## src/rtl/ps2_pkg.sv

```systemverilog
// PS/2 shared definitions: transmitter state encoding, keyboard command/response bytes, frame builder.
// Latency: none (declarations only).
// Backpressure: n/a.
package ps2_pkg;

  typedef enum logic [2:0] {
    IDLE,
    INHIBIT,
    REQ,
    SHIFT,
    ACK,
    WAIT_IDLE,
    DONE,
    ERR
  } tx_state_e;

  localparam logic [7:0] CMD_SET_LEDS = 8'hED;
  localparam logic [7:0] CMD_ECHO     = 8'hEE;
  localparam logic [7:0] CMD_ENABLE   = 8'hF4;
  localparam logic [7:0] CMD_RESET    = 8'hFF;
  localparam logic [7:0] RESP_ACK     = 8'hFA;
  localparam logic [7:0] RESP_RESEND  = 8'hFE;

  // Bits after the start bit, LSB first on the wire: {stop=1, odd parity, data}.
  function automatic logic [9:0] make_frame(input logic [7:0] data);
    return {1'b1, ~^data, data};
  endfunction

endpackage

```

## src/rtl/ps2_host_tx_if.sv

```systemverilog
// Command-byte request/status bundle between a host controller and ps2_host_tx.
// Latency: none (wires only).
// Backpressure: tx_valid is held until tx_ready; the byte is taken on tx_valid && tx_ready.
//  master: drives tx_data, tx_valid; observes tx_ready, busy, done, error.
//  slave : the transmitter side of the same signals.
interface ps2_host_tx_if;
  logic [7:0] tx_data;
  logic       tx_valid;
  logic       tx_ready;
  logic       busy;
  logic       done;
  logic       error;

  modport master (
    output tx_data, tx_valid,
    input  tx_ready, busy, done, error
  );

  modport slave (
    input  tx_data, tx_valid,
    output tx_ready, busy, done, error
  );
endinterface

```

## src/rtl/ps2_line_filter.sv

```systemverilog
// Synchronises one raw PS/2 line and accepts a level change only after FILTER_LEN equal samples.
// Latency: 2 sync cycles + FILTER_LEN cycles from pin change to filtered level change.
// Backpressure: none; free-running every clk.
//  Ports: clk, nreset (async, active low), line_in (raw pin), level (filtered, resets to 1).
module ps2_line_filter #(
  parameter int FILTER_LEN = 4
) (
  input  logic clk,
  input  logic nreset,
  input  logic line_in,
  output logic level
);

  localparam int CW = (FILTER_LEN > 1) ? $clog2(FILTER_LEN) : 1;

  logic          sync1_q, sync1_d;
  logic          sync2_q, sync2_d;
  logic          filt_q, filt_d;
  logic [CW-1:0] cnt_q, cnt_d;

  always_comb begin
    sync1_d = line_in;
    sync2_d = sync1_q;
    filt_d  = filt_q;
    cnt_d   = '0;
    // Any sample that agrees with the current level restarts the run count,
    // so a short glitch never reaches the filtered output.
    if (sync2_q != filt_q) begin
      if (cnt_q == CW'(FILTER_LEN - 1)) begin
        filt_d = sync2_q;
      end else begin
        cnt_d = cnt_q + 1'b1;
      end
    end
  end

  always_ff @(posedge clk or negedge nreset) begin
    if (!nreset) begin
      sync1_q <= 1'b1;
      sync2_q <= 1'b1;
      filt_q  <= 1'b1;
      cnt_q   <= '0;
    end else begin
      sync1_q <= sync1_d;
      sync2_q <= sync2_d;
      filt_q  <= filt_d;
      cnt_q   <= cnt_d;
    end
  end

  assign level = filt_q;

endmodule

```

## src/rtl/ps2_host_tx.sv

```systemverilog
// Host-to-device PS/2 transmitter: inhibits the bus, requests to send, shifts one command byte on device clocks.
// Latency: INHIBIT_CYC + device clocking (11 falling edges) + line-idle wait; done/error pulse one cycle.
// Backpressure: tx_ready only in IDLE; tx_valid is ignored while busy.
//  Ports: clk, nreset (async, active low); tx (ps2_host_tx_if.slave: tx_data/tx_valid/tx_ready/busy/done/error);
//         ps2_clk_in/ps2_dat_in raw pins; ps2_clk_oe/ps2_dat_oe open-drain pull-low enables.
//  Optional macro PS2_TX_RETRY_EN: re-send the same frame up to MAX_RETRY times before reporting error.
module ps2_host_tx
  import ps2_pkg::*;
#(
  parameter int INHIBIT_CYC  = 350,
  parameter int START_TO_CYC = 52500,
  parameter int XFER_TO_CYC  = 7000,
  parameter int FILTER_LEN   = 4
`ifdef PS2_TX_RETRY_EN
  ,
  parameter int MAX_RETRY    = 2
`endif
) (
  input  logic         clk,
  input  logic         nreset,
  ps2_host_tx_if.slave tx,
  input  logic         ps2_clk_in,
  input  logic         ps2_dat_in,
  output logic         ps2_clk_oe,
  output logic         ps2_dat_oe
);

  localparam int MAX_A   = (START_TO_CYC > XFER_TO_CYC) ? START_TO_CYC : XFER_TO_CYC;
  localparam int MAX_CYC = (MAX_A > INHIBIT_CYC) ? MAX_A : INHIBIT_CYC;
  localparam int CNT_W   = $clog2(MAX_CYC + 1);

  tx_state_e        state_q, state_d;
  logic [9:0]       frame_q, frame_d;
  logic [3:0]       bit_idx_q, bit_idx_d;
  logic [CNT_W-1:0] cnt_q, cnt_d;
  logic             ready_q, ready_d;
  logic             busy_q, busy_d;
  logic             done_q, done_d;
  logic             error_q, error_d;
  logic             clk_oe_q, clk_oe_d;
  logic             dat_oe_q, dat_oe_d;
  logic             clk_prev_q, clk_prev_d;

  logic             clk_lvl, dat_lvl;
  logic             clk_fell, xfer_exp, go_err;

`ifdef PS2_TX_RETRY_EN
  localparam int RW = (MAX_RETRY > 0) ? $clog2(MAX_RETRY + 1) : 1;
  logic [RW-1:0] retry_cnt_q, retry_cnt_d;
  logic          retry_ok;
  assign retry_ok = (retry_cnt_q < RW'(MAX_RETRY));
`endif

  ps2_line_filter #(.FILTER_LEN(FILTER_LEN)) u_clk_filt (
    .clk    (clk),
    .nreset (nreset),
    .line_in(ps2_clk_in),
    .level  (clk_lvl)
  );

  ps2_line_filter #(.FILTER_LEN(FILTER_LEN)) u_dat_filt (
    .clk    (clk),
    .nreset (nreset),
    .line_in(ps2_dat_in),
    .level  (dat_lvl)
  );

  // The fall caused by our own inhibit lands inside INHIBIT (filter delay << INHIBIT_CYC)
  // and is ignored there, so REQ only sees device-generated edges.
  assign clk_fell = clk_prev_q & ~clk_lvl;
  assign xfer_exp = (cnt_q == CNT_W'(XFER_TO_CYC - 1));

  always_comb begin
    state_d    = state_q;
    frame_d    = frame_q;
    bit_idx_d  = bit_idx_q;
    cnt_d      = cnt_q;
    clk_oe_d   = clk_oe_q;
    dat_oe_d   = dat_oe_q;
    done_d     = 1'b0;
    error_d    = 1'b0;
    clk_prev_d = clk_lvl;
    go_err     = 1'b0;
`ifdef PS2_TX_RETRY_EN
    retry_cnt_d = retry_cnt_q;
`endif

    case (state_q)
      IDLE: begin
        clk_oe_d = 1'b0;
        dat_oe_d = 1'b0;
        if (tx.tx_valid && ready_q) begin
          state_d  = INHIBIT;
          frame_d  = make_frame(tx.tx_data);
          cnt_d    = '0;
          clk_oe_d = 1'b1;
`ifdef PS2_TX_RETRY_EN
          retry_cnt_d = '0;
`endif
        end
      end

      INHIBIT: begin
        clk_oe_d = 1'b1;
        if (cnt_q == CNT_W'(INHIBIT_CYC - 1)) begin
          // Start bit goes down while the clock is still held; clock released next cycle.
          state_d  = REQ;
          dat_oe_d = 1'b1;
          cnt_d    = '0;
        end else begin
          cnt_d = cnt_q + 1'b1;
        end
      end

      REQ: begin
        clk_oe_d = 1'b0;
        if (clk_fell) begin
          state_d   = SHIFT;
          dat_oe_d  = ~frame_q[0];
          bit_idx_d = 4'd1;
          cnt_d     = '0;
        end else if (cnt_q == CNT_W'(START_TO_CYC - 1)) begin
          go_err = 1'b1;
        end else begin
          cnt_d = cnt_q + 1'b1;
        end
      end

      SHIFT: begin
        if (xfer_exp) begin
          go_err = 1'b1;
        end else begin
          cnt_d = cnt_q + 1'b1;
          if (clk_fell) begin
            dat_oe_d = ~frame_q[bit_idx_q];
            if (bit_idx_q == 4'd9) begin
              state_d = ACK;
            end else begin
              bit_idx_d = bit_idx_q + 4'd1;
            end
          end
        end
      end

      ACK: begin
        if (xfer_exp) begin
          go_err = 1'b1;
        end else begin
          cnt_d = cnt_q + 1'b1;
          if (clk_fell) begin
            if (!dat_lvl) begin
              state_d = WAIT_IDLE;
            end else begin
              go_err = 1'b1;
            end
          end
        end
      end

      WAIT_IDLE: begin
        if (xfer_exp) begin
          go_err = 1'b1;
        end else begin
          cnt_d = cnt_q + 1'b1;
          if (clk_lvl && dat_lvl) begin
            state_d = DONE;
            done_d  = 1'b1;
          end
        end
      end

      DONE: begin
        state_d = IDLE;
      end

      ERR: begin
        state_d = IDLE;
`ifdef PS2_TX_RETRY_EN
        if (retry_ok) begin
          retry_cnt_d = retry_cnt_q + 1'b1;
          state_d     = INHIBIT;
          clk_oe_d    = 1'b1;
          cnt_d       = '0;
        end
`endif
      end

      default: begin
        state_d = IDLE;
      end
    endcase

    if (go_err) begin
      state_d  = ERR;
      clk_oe_d = 1'b0;
      dat_oe_d = 1'b0;
`ifdef PS2_TX_RETRY_EN
      error_d  = ~retry_ok;
`else
      error_d  = 1'b1;
`endif
    end

    ready_d = (state_d == IDLE);
    busy_d  = (state_d != IDLE);
  end

  always_ff @(posedge clk or negedge nreset) begin
    if (!nreset) begin
      state_q    <= IDLE;
      frame_q    <= '0;
      bit_idx_q  <= '0;
      cnt_q      <= '0;
      ready_q    <= 1'b1;
      busy_q     <= 1'b0;
      done_q     <= 1'b0;
      error_q    <= 1'b0;
      clk_oe_q   <= 1'b0;
      dat_oe_q   <= 1'b0;
      clk_prev_q <= 1'b1;
`ifdef PS2_TX_RETRY_EN
      retry_cnt_q <= '0;
`endif
    end else begin
      state_q    <= state_d;
      frame_q    <= frame_d;
      bit_idx_q  <= bit_idx_d;
      cnt_q      <= cnt_d;
      ready_q    <= ready_d;
      busy_q     <= busy_d;
      done_q     <= done_d;
      error_q    <= error_d;
      clk_oe_q   <= clk_oe_d;
      dat_oe_q   <= dat_oe_d;
      clk_prev_q <= clk_prev_d;
`ifdef PS2_TX_RETRY_EN
      retry_cnt_q <= retry_cnt_d;
`endif
    end
  end

  assign tx.tx_ready = ready_q;
  assign tx.busy     = busy_q;
  assign tx.done     = done_q;
  assign tx.error    = error_q;
  assign ps2_clk_oe  = clk_oe_q;
  assign ps2_dat_oe  = dat_oe_q;

endmodule
```

## src/flat_wrapper.sv

```systemverilog
// flat-port wrapper written by rule: the top's interface ports become plain ports
module ps2_host_tx_flat import ps2_pkg::*;
#(
  parameter int INHIBIT_CYC  = 350,
  parameter int START_TO_CYC = 52500,
  parameter int XFER_TO_CYC  = 7000,
  parameter int FILTER_LEN   = 4

)
  (clk, nreset, ps2_clk_in, ps2_dat_in, ps2_clk_oe, ps2_dat_oe, tx_tx_data, tx_tx_valid, tx_tx_ready, tx_busy, tx_done, tx_error);
  ps2_host_tx_if tx_i ();
  input  logic clk;
  input  logic nreset;
  input  logic ps2_clk_in;
  input  logic ps2_dat_in;
  output logic ps2_clk_oe;
  output logic ps2_dat_oe;
  input wire logic [$bits(tx_i.tx_data)-1:0] tx_tx_data;
  input wire logic [$bits(tx_i.tx_valid)-1:0] tx_tx_valid;
  output wire logic [$bits(tx_i.tx_ready)-1:0] tx_tx_ready;
  output wire logic [$bits(tx_i.busy)-1:0] tx_busy;
  output wire logic [$bits(tx_i.done)-1:0] tx_done;
  output wire logic [$bits(tx_i.error)-1:0] tx_error;
  assign tx_i.tx_data = tx_tx_data;
  assign tx_i.tx_valid = tx_tx_valid;
  assign tx_tx_ready = tx_i.tx_ready;
  assign tx_busy = tx_i.busy;
  assign tx_done = tx_i.done;
  assign tx_error = tx_i.error;
  ps2_host_tx #(.INHIBIT_CYC(INHIBIT_CYC), .START_TO_CYC(START_TO_CYC), .XFER_TO_CYC(XFER_TO_CYC), .FILTER_LEN(FILTER_LEN)) u_core (.clk(clk), .nreset(nreset), .tx(tx_i), .ps2_clk_in(ps2_clk_in), .ps2_dat_in(ps2_dat_in), .ps2_clk_oe(ps2_clk_oe), .ps2_dat_oe(ps2_dat_oe));
endmodule
```

## config.mk

```make
export PLATFORM = sky130hd
export DESIGN_NAME = ps2_host_tx_flat
export DESIGN_NICKNAME = d
export VERILOG_FILES = /design/src/rtl/ps2_pkg.sv /design/src/rtl/ps2_host_tx_if.sv /design/src/rtl/ps2_line_filter.sv /design/src/rtl/ps2_host_tx.sv /design/src/flat_wrapper.sv
export SDC_FILE = /design/constraint.sdc
export NUM_CORES = 1
export LEC_CHECK = 0
export ABC_AREA = 1
export CAP_MARGIN = 10
export CORE_ASPECT_RATIO = 1.4
export CORE_UTILIZATION = 25
export CTS_BUF_LIST = sky130_fd_sc_hd__clkbuf_8
export CTS_CLUSTER_DIAMETER = 150
export CTS_CLUSTER_SIZE = 16
export DETAILED_ROUTE_END_ITERATION = 6
export GPL_TIMING_DRIVEN = 0
export PLACE_DENSITY_LB_ADDON = 0.12
export SLEW_MARGIN = 20
export SYNTH_ARGS = -nofsm -noshare
export SYNTH_HDL_FRONTEND = slang
export SYNTH_SLANG_ARGS = --single-unit
export TNS_END_PERCENT = 30
```

## constraint.sdc

```tcl
create_clock -name clk -period 2.5 [get_ports clk]
set_input_delay 0.5 -clock clk [delete_from_list [all_inputs] [get_ports clk]]
set_output_delay 0.5 -clock clk [all_outputs]
set_load 0.01 [all_outputs]
```

==> impl_metrics.tcl <==
set metrics [dict create \
    timing.fmax_ghz 0.4975 \
    clock_latency_ns 0.32 \
    synthAdderAreaFrac_pct 2.554 \
    path_max_fanout 6 \
    drv_cap 0 \
    yosys.area.top_type "dfrtp_1" \
    grt_max_degree 51 \
    place_ws_ns 0.3223 \
    setup.worst_path.end_class "flip-flop" \
    ys_ff_latch 50 \
    antenna_found_initial 0 \
    p_per_area_nw_per_um2 481.6 \
    finalCriticalPeriod_ns 2.010 \
    yosys_warnings 0 \
    num-nets-final 441 \
    p_leak_uw 0.001596 \
    critPathLaunchType "flip-flop" \
    dpl.cell_count 559 \
    skew_ns 0.01002 \
    synth_top_family_by_area "simple AND/OR/NAND/NOR gates" \
    drtAntennaViolNets 0 \
    synth_xor_area_share_pct 3.278 \
    synth_area_leaders "dfrtp_1 36%, nand2_1 13%, nand3_1 7.7%" \
    path_clk_slew_ns 0.10 \
    synth_compound_gate_area_share_pct 8.131 \
    syn_nets 416 \
    synth_area_um2 2939 \
    drive_gt1_share_pct 9.220 \
    hp-class "in -> async" \
    clk_path_buf_depth 2 \
    synth.distinct_cells 29 \
    seq_area_frac_synth_pct 42.91 \
    n_antenna_cell 0 \
    place.detailed.hpwl_mm 5.913 \
    crit_arrival_ns 2.28 \
    grt_pass1_vias 2702 \
    cp.required_ns 2.77 \
    critPathSlowestCell "dfrtp_1" \
    cts_root_buf "clkbuf_8" \
    synth.top_cell.area_share_pct 35.76 \
    die_y_um 130.3 \
    muxShareOfSynthArea_pct 0 \
    cpLargestDelayFamily "simple AND/OR/NAND/NOR gates" \
    ios 19 \
    setup_viol 0 \
    grt-ovfl-total 0 \
    layout_common_cells "102 x nand2_1, 50 x inv_1, 45 x nand3_1" \
    post_cts_buffers 0 \
    critPathBufInv 1 \
    routed_wl_mm 7.765 \
    dieWidth_um 93.64 \
    dr.pass1.iters 4 \
    maxSlewViolCount 0 \
    syn2layout_area_growth_pct 15.54 \
    gp_congestion 0.8805 \
    drc 0 \
    dieArea_um2 12200 \
    wl_per_cell_um 13.69 \
    cts_hold_buf 0 \
    hold_violations 0 \
    avgSynthCellArea_um2 7.403 \
    start_util_pct 25.79 \
    placementRows 46 \
    crit_chain "ha_1 -> inv_1 -> nor2_2 -> nand3_1 -> o21ai_1 -> nand4_1 -> nand3_1 -> nand2_1 -> nand2_1" \
    slew_headroom_pct 55.00 \
    peakVddDrop_mv 0.2124 \
    fill_cells 1272 \
    outcome "finished, final reports clean" \
    period_share_pct 80.41 \
    grt_setup_unrepaired "no" \
    core_area_um2 11400 \
    yosys.area_share.simple_pct 34.95 \
    vias 2615 \
    syn_inst 397 \
    criticalPathCategory "reg -> reg" \
    layout_setup_ws_ns 0.4898 \
    max_stage_delay_ns 0.46 \
    final_common_cell "nand2_1" \
    track_usage_pct 13.84 \
    cts_buffers 5 \
    cts_sinks 50 \
    portBuffers 18 \
    via_per_inst 4.612 \
    htree_levels 2 \
    grt_pass1_wl_mm 12.90 \
    cts_tree "done" \
    drt_iter0_drc 103 \
    cts_resized 0 \
    max_slew.worst_pin.slew_ns 0.6750 \
    fin_cells 567 \
]
per-layer routing:
metal,global-route usage (%),part of all wire (%)
met4,5.158,2.3
met5,0,0
met2,27.55,56
met3,2.098,2.1
met1,14.34,40
stage by stage:
| stage | power [uW] | TNS, ns | hold slack, ns | cell area [um^2] | utilization, % |
|---|---|---|---|---|---|
| finish | 1635 | 0 | 0.2056 | 3396 | 29.80 |
| global route | 1736 | 0 | 0.2625 | 3396 | 29.80 |
| CTS | 1672 | 0 | 0.2377 | 3396 | 29.80 |
| detailed placement | 1122 | 0 | 0.3478 | 3297 | 28.93 |
| global placement | 1118 | -33.83 | 0.3459 | 3299 | 28.95 |
| floorplan | 1043 | 0 | 0.2044 | 2939 | - |
final timing paths:
| kind | startpoint | endpoint | slack (ns) | cells past startpoint |
|---|---|---|---|---|
| worst max-delay path | u_core.cnt_q[0] | u_core.cnt_q[8] | 0.49 | 9 |
| worst min-delay path | nreset | u_core.cnt_q[5] | 0.21 | 1 |
| worst max register to register | u_core.cnt_q[0] | u_core.cnt_q[8] | 0.49 | 9 |
| worst min register to register | u_core.u_dat_filt.sync1_q | u_core.u_dat_filt.sync2_q | 0.36 | 0 |
| max in group asynchronous | nreset | u_core.ps2_clk_oe | 1.84 | 1 |
| min in group clk | u_core.u_dat_filt.sync1_q | u_core.u_dat_filt.sync2_q | 0.36 | 0 |
layout make-up:
| class | instances | area, um^2 | area share, % |
|---|---|---|---|
| multi-input combinational | 287 | 1438 | 42.34 |
| tap | 144 | 180.2 | 5.306 |
| clock buffer | 6 | 82.58 | 2.432 |
| buffer | 4 | 30.03 | 0.8843 |
| timing repair buffer | 18 | 177.7 | 5.232 |
| clock inverter | 2 | 16.27 | 0.4790 |
| inverter | 56 | 210.2 | 6.190 |
| sequential | 50 | 1261 | 37.14 |
power by group:
part           internal, uW  leakage, uW  total (uW)  switching [uW]
clock network           229    0.0000478         537             308
logic                  74.2      0.00100         189             115
registers               877     0.000548         910            32.2
state kept, by name, indices dropped and copies added (netlist names), 2 cells and up:
signal,cells
u_core.frame_q,10
u_core.u_dat_filt.cnt_q,2
u_core.bit_idx_q,4
u_core.cnt_q,16
u_core.u_clk_filt.cnt_q,2
u_core.state_q,3
synth_stat cells:
| cell type | count |
|---|---|
| clkbuf_1 | 2 |
| xor2_1 | 3 |
| nand4_1 | 14 |
| a21oi_1 | 16 |
| o2111ai_1 | 1 |
| o311ai_0 | 1 |
| nor3_1 | 10 |
| nand3_2 | 5 |
| nor2_2 | 5 |
| nor2_4 | 1 |
| inv_1 | 50 |
| dfrtp_1 | 42 |
| xnor2_1 | 8 |
| o31ai_1 | 1 |
| a21boi_1 | 1 |
| dfstp_2 | 8 |
| clkinv_1 | 1 |
| nand4_2 | 1 |
| nand3_1 | 45 |
| nand2_1 | 102 |
| o22ai_1 | 1 |
| nand2_2 | 2 |
| ha_1 | 6 |
| o21ai_0 | 19 |
| nand3_4 | 1 |
| buf_6 | 2 |
| nor2_1 | 39 |
| o21ai_1 | 5 |
| inv_2 | 5 |
worst register-to-register path: stages (launching register included):
cell and delay (ns):
dfrtp_1 0.46, ha_1 0.29, inv_1 0.09, nor2_2 0.26, nand3_1 0.22, o21ai_1 0.27, nand4_1 0.11, nand3_1 0.13
nand2_1 0.06, nand2_1 0.05
cells by family after synthesis:
kind of cell	after synthesis
flops	50
simple gates	225
fa+ha+maj	6
xor+xnor	11
buf+inv	60
compound gates	45
No activity file was read; power rests on OpenSTA's default activity.
